## src/rtl/pc_fetch_unit.sv

```systemverilog
// pc_fetch_unit: program-counter stage of the fetch pipeline.
//
// Holds the fetch address and steps it by INST_BYTES*FETCH_W each time the
// instruction memory grants a fetch and the PC stage is not stalled.
// Redirect priority is flush, then branch, then latched branch, then increment.
// A branch that arrives while the stage cannot advance is latched and applied
// on the next advance.
//
// Ports:
//   clk                      in   clock, rising edge
//   rst                      in   asynchronous active-low reset
//   stall    [STALL_W]       in   stall vector; only bit 0 freezes this stage
//   branch_flag_i            in   redirect request from decode
//   branch_target_address_i  in   redirect target
//   flush                    in   exception flush (highest priority)
//   new_pc                   in   exception handler entry
//   imem_gnt                 in   memory accepted the fetch at pc this cycle
//   pc                       out  current fetch address (registered)
//   ce                       out  fetch request / memory enable (registered)
//   redirect_pending_o       out  a branch target is latched, not yet applied
//   pc_misalign_o            out  pc is not INST_BYTES-aligned
module pc_fetch_unit #(
  parameter int unsigned              ADDR_W     = 32,
  parameter logic [ADDR_W-1:0]        RESET_VEC  = 32'hbfc00000,
  parameter int unsigned              INST_BYTES = 4,
  parameter int unsigned              FETCH_W    = 1,
  parameter int unsigned              STALL_W    = 6
) (
  input  logic               clk,
  input  logic               rst,
  input  logic [STALL_W-1:0] stall,
  input  logic               branch_flag_i,
  input  logic [ADDR_W-1:0]  branch_target_address_i,
  input  logic               flush,
  input  logic [ADDR_W-1:0]  new_pc,
  input  logic               imem_gnt,
  output logic [ADDR_W-1:0]  pc,
  output logic               ce,
  output logic               redirect_pending_o,
  output logic               pc_misalign_o
);

  localparam logic [ADDR_W-1:0] Inc   = ADDR_W'(INST_BYTES * FETCH_W);
  localparam int unsigned       LsbW  = (INST_BYTES > 1) ? $clog2(INST_BYTES) : 1;

  typedef enum logic {StHold, StRun} state_e;

  state_e              r_state;
  logic [ADDR_W-1:0]   r_pc;
  logic                r_ce;
  logic                r_pend;
  logic [ADDR_W-1:0]   r_pend_tgt;
  logic                w_adv;

  // Only stall[0] matters to this stage; the rest belong to later stages.
  generate
    if (STALL_W > 1) begin : g_stall_unused
      logic w_unused_stall;
      assign w_unused_stall = ^stall[STALL_W-1:1];
    end
  endgenerate

  assign w_adv = (r_state == StRun) & imem_gnt & ~stall[0];

  always_ff @(posedge clk or negedge rst) begin
    if (!rst) begin
      r_state    <= StHold;
      r_pc       <= RESET_VEC;
      r_ce       <= 1'b0;
      r_pend     <= 1'b0;
      r_pend_tgt <= '0;
    end else begin
      unique case (r_state)
        // One idle cycle after reset release; all redirects ignored here.
        StHold: begin
          r_state <= StRun;
          r_ce    <= 1'b1;
        end
        StRun: begin
          r_ce <= 1'b1;
          if (flush) begin
            r_pc   <= new_pc;
            r_pend <= 1'b0;
          end else if (branch_flag_i && w_adv) begin
            // A fresh branch supersedes any target already latched.
            r_pc   <= branch_target_address_i;
            r_pend <= 1'b0;
          end else if (branch_flag_i) begin
            r_pend     <= 1'b1;
            r_pend_tgt <= branch_target_address_i;
          end else if (r_pend && w_adv) begin
            r_pc   <= r_pend_tgt;
            r_pend <= 1'b0;
          end else if (w_adv) begin
            r_pc <= r_pc + Inc;  // wraps modulo 2^ADDR_W
          end
        end
        default: begin
          r_state <= StHold;
          r_ce    <= 1'b0;
        end
      endcase
    end
  end

  assign pc                 = r_pc;
  assign ce                 = r_ce;
  assign redirect_pending_o = r_pend;

  generate
    if (INST_BYTES > 1) begin : g_misalign
      assign pc_misalign_o = |r_pc[LsbW-1:0];
    end else begin : g_no_misalign
      assign pc_misalign_o = 1'b0;
    end
  endgenerate

endmodule
```

## config.mk

```make
export PLATFORM = sky130hd
export DESIGN_NAME = pc_fetch_unit
export DESIGN_NICKNAME = d
export VERILOG_FILES = /design/src/rtl/pc_fetch_unit.sv
export SDC_FILE = /design/constraint.sdc
export NUM_CORES = 1
export LEC_CHECK = 0
export BUFFER_PORTS_ARGS = -buffer_cell sky130_fd_sc_hd__buf_2
export CAP_MARGIN = 20
export CORE_MARGIN = 8
export CORE_UTILIZATION = 35
export DETAILED_ROUTE_END_ITERATION = 8
export GPL_ROUTABILITY_DRIVEN = 0
export PLACE_DENSITY = 0.67
export SLEW_MARGIN = 20
export SYNTH_ARGS = -nofsm -noshare
export SYNTH_HDL_FRONTEND = slang
export SYNTH_SLANG_ARGS = --single-unit
export TNS_END_PERCENT = 10
```

## constraint.sdc

```tcl
create_clock -name clk -period 3.2 [get_ports clk]
set_clock_uncertainty 0.2 [all_clocks]
set_input_delay 0.32 -clock clk [delete_from_list [all_inputs] [get_ports clk]]
set_output_delay 0.32 -clock clk [all_outputs]
set_load 0.01 [all_outputs]
```

==> impl_metrics.yaml <==
floorplanning:
  fp-row-count: 39
  io_pins: 110
  start_util_pct: 35.25
  core_area_mm2: 0.01122
  die_x_um: 122.3
  die_h_um: 122.3
  dieArea_mm2: 0.01496
placement:
  placed_cells: 663
  dp_hpwl_mm: 9.539
  placed_area_mm2: 0.004713
  dp_slack_ns: 0.8151
  port_buffers: 104
clock_tree:
  cts_max_level: 3
  cts_resized: 0
  clock_tree.root_cell: "clkbuf_16"
  cts_buffer_depth: 2
  postCtsSetupRepairBufs: 0
  cts_sinks: 66
  clk_pin_slew_ns: 0.06
  clk_latency_ns: 0.34
  ctsHoldBuffers: 1
  cts_buffers: 9
  cts_tree: "done"
pwr:
  power_mw: 2.914
  power_density_mw_per_mm2: 577.5
  p_leak_nw: 2.112
  vdd_ir_drop_max_uv: 200.1
critical_path:
  crit_type: "register to register"
  rr_endpoint: "pc[23]"
  critPathCapture: "pc[23]"
  r2r-start: "pc[4]"
  start_kind: "register"
  worst-path-max-fanout: 9
  critPathLaunch: "pc[4]"
  ff2ff_setup_slack_ns: 0.75
  worstPathRequired_ns: 3.28
  crit_path_end_kind: "register"
  arrival_ns: 2.53
  reg2regPathDepth: 5
route:
  routedWlPerCell_um: 19.67
  vias: 3901
  drt-total-wl_mm: 13.39
  ant_nets: 0
  viasPerCell: 5.728
  drtIter0Drc: 283
  dr.pass1.iters: 5
  drc: 0
sta:
  max_slew_margin_pct: 44.59
  max_freq_mhz: 407.6
  finalSetupViolations: 0
  min_period_over_period_pct: 76.67
  slew_viol_final: 0
  post-route-min-period_ns: 2.453
  worstMarginPinSlew_ns: 0.8311
  grt_setup_unrepaired: "false"
  fin_ws_ns: 0.7467
  hold_ws_ns: 0.02933
  tns_ns: 0
  hold_viol_final: 0
yosys:
  avgSynthCellArea_um2: 9.331
  synth_cells: 424
  syn_nets: 500
  synth_xor_xnor_area_share_pct: 2.878
  synth_fa_ha_area_share_pct: 0.3163
  synth_simple_gate_area_share_pct: 20.56
  ys_ff_latch: 66
  synth-compound-area-share_pct: 21.41
  yosys-mux-area-fraction_pct: 9.361
  synth_edf_count: 0
  yosys_warnings: 0
  synth_top_family_by_area: "compound AO/OA/AOI/OAI gates"
  ys.flop_type: "dfrtp_1"
  ys_seq_area_share_pct: 42.03
  async_flop_share_pct: 100.0
  synthDistinctLibCells: 53
  synth_area_mm2: 0.003956
cells_and_area:
  post-route-util_pct: 44.96
  layout_commonest_cell: "buf_2"
  areaGrowthSynthToFinish_pct: 27.55
  drive_gt1_share_pct: 35.75
  nets: 608
  fin_cells: 681
  fillCellCount: 1092
  postLayoutCellArea_mm2: 0.005046
  final_cell_mix: "buf_2 (104), dfrtp_1 (57), nand2_1 (39)"
global_route:
  grt_util_all_layers_pct: 18.58
  grt_pass1_wl_mm: 21.67
  grt_pass1_vias: 4130
  grt_max_degree: 35
  grt_overflow_total: 0
  antenna_found_initial: 1
min_path:
  hold_path.class: "input port to register"
status:
  status: "complete, no violations"
run:
  max_cap_violations: 0
cells by family (layout without fill, tap and decap cells):
family          Yosys count  in the layout
compound gates          124            124
xor+xnor                 13             13
fa+ha+maj                 1              1
buf+inv                  34            147
flops                    66             66
mux                      33             33
other cells               1              2
simple gates            152            152
Yosys cell counts, types with 2 or more instances:
library cell  count  share of area (%)
nor4_1            4               0.63
a211oi_1          5               0.95
dfrtp_1          57                 36
nand4_1           9                1.4
a32o_1            6                1.5
a21oi_1          23                2.9
a311oi_1          2               0.44
buf_2             4               0.51
xor2_1            9                2.0
a31oi_1           8                1.3
nand2_1          39                3.7
o211ai_1         11                2.1
xnor2_1           4               0.89
and4_1            2               0.44
buf_1             5               0.47
a211o_1           3               0.66
dfstp_2           9                6.0
o31ai_1           6                1.1
and4b_1           2               0.51
a31o_2            6                1.3
nand3_1          21                2.7
o21ai_0          26                3.3
clkbuf_1         19                1.8
o221ai_1          3               0.66
nor4_2            2               0.63
a221oi_1         12                2.7
nand2b_1          9                1.4
or3_1            15                2.4
inv_1             6               0.57
o22a_1            2               0.44
and3_1            6               0.95
mux2_2           32                9.1
a221o_1           2               0.51
nor2_1           24                2.3
nor3_1            9                1.1
nand4b_1          2               0.44
o22ai_1           4               0.63
worst min-delay path by stage:
stage | startpoint | to | slack [ns] | depth (start not counted)
after floorplan | rst | ce | -0.18 | 0
after global placement | rst | r_pend_tgt[5] | 0.25 | 1
after detailed placement | rst | r_pend_tgt[5] | 0.26 | 1
after CTS | branch_target_address_i[23] | r_pend_tgt[23] | 0.03 | 2
after global routing | branch_target_address_i[25] | r_pend_tgt[25] | 0.03 | 2
final | branch_target_address_i[3] | r_pend_tgt[3] | 0.03 | 2
cell type report:
type	count	area (um^2)	share of cell area, %
antenna	1	2.502	0.04959
clock buffer	11	242.7	4.810
clock inverter	5	77.57	1.537
inverter	6	22.52	0.4463
multi-input combinational	324	2166	42.92
sequential	66	1663	32.95
tap	143	178.9	3.546
timing repair buffer	125	693.2	13.74
metal layers:
metal  track usage [%]  vias up  share of wire (%)
met5                 0        -              0.097
met4             7.997        2                2.1
met3             6.164       22                7.4
met2             29.45      145                 47
met1             22.71     1904                 43
li1                  -     1828                  -
flip-flops by register name, indices dropped and copies added (netlist names):
name,cells
pc,32
r_pend_tgt,32
ce,1
redirect_pending_o,1
critical path: stages (launching register included):
cell and delay, ns:
dfrtp_1 0.58, nand4_1 0.34, or4_4 0.55, or4_1 0.49, nand2_1 0.08, a32o_1 0.16
where the power goes:
group | total, mW | internal, mW | switching [mW]
combinational | 0.652 | 0.309 | 0.343
sequential | 1.18 | 1.01 | 0.171
clock | 1.08 | 0.701 | 0.377
No activity file was read; power rests on OpenSTA's default activity.
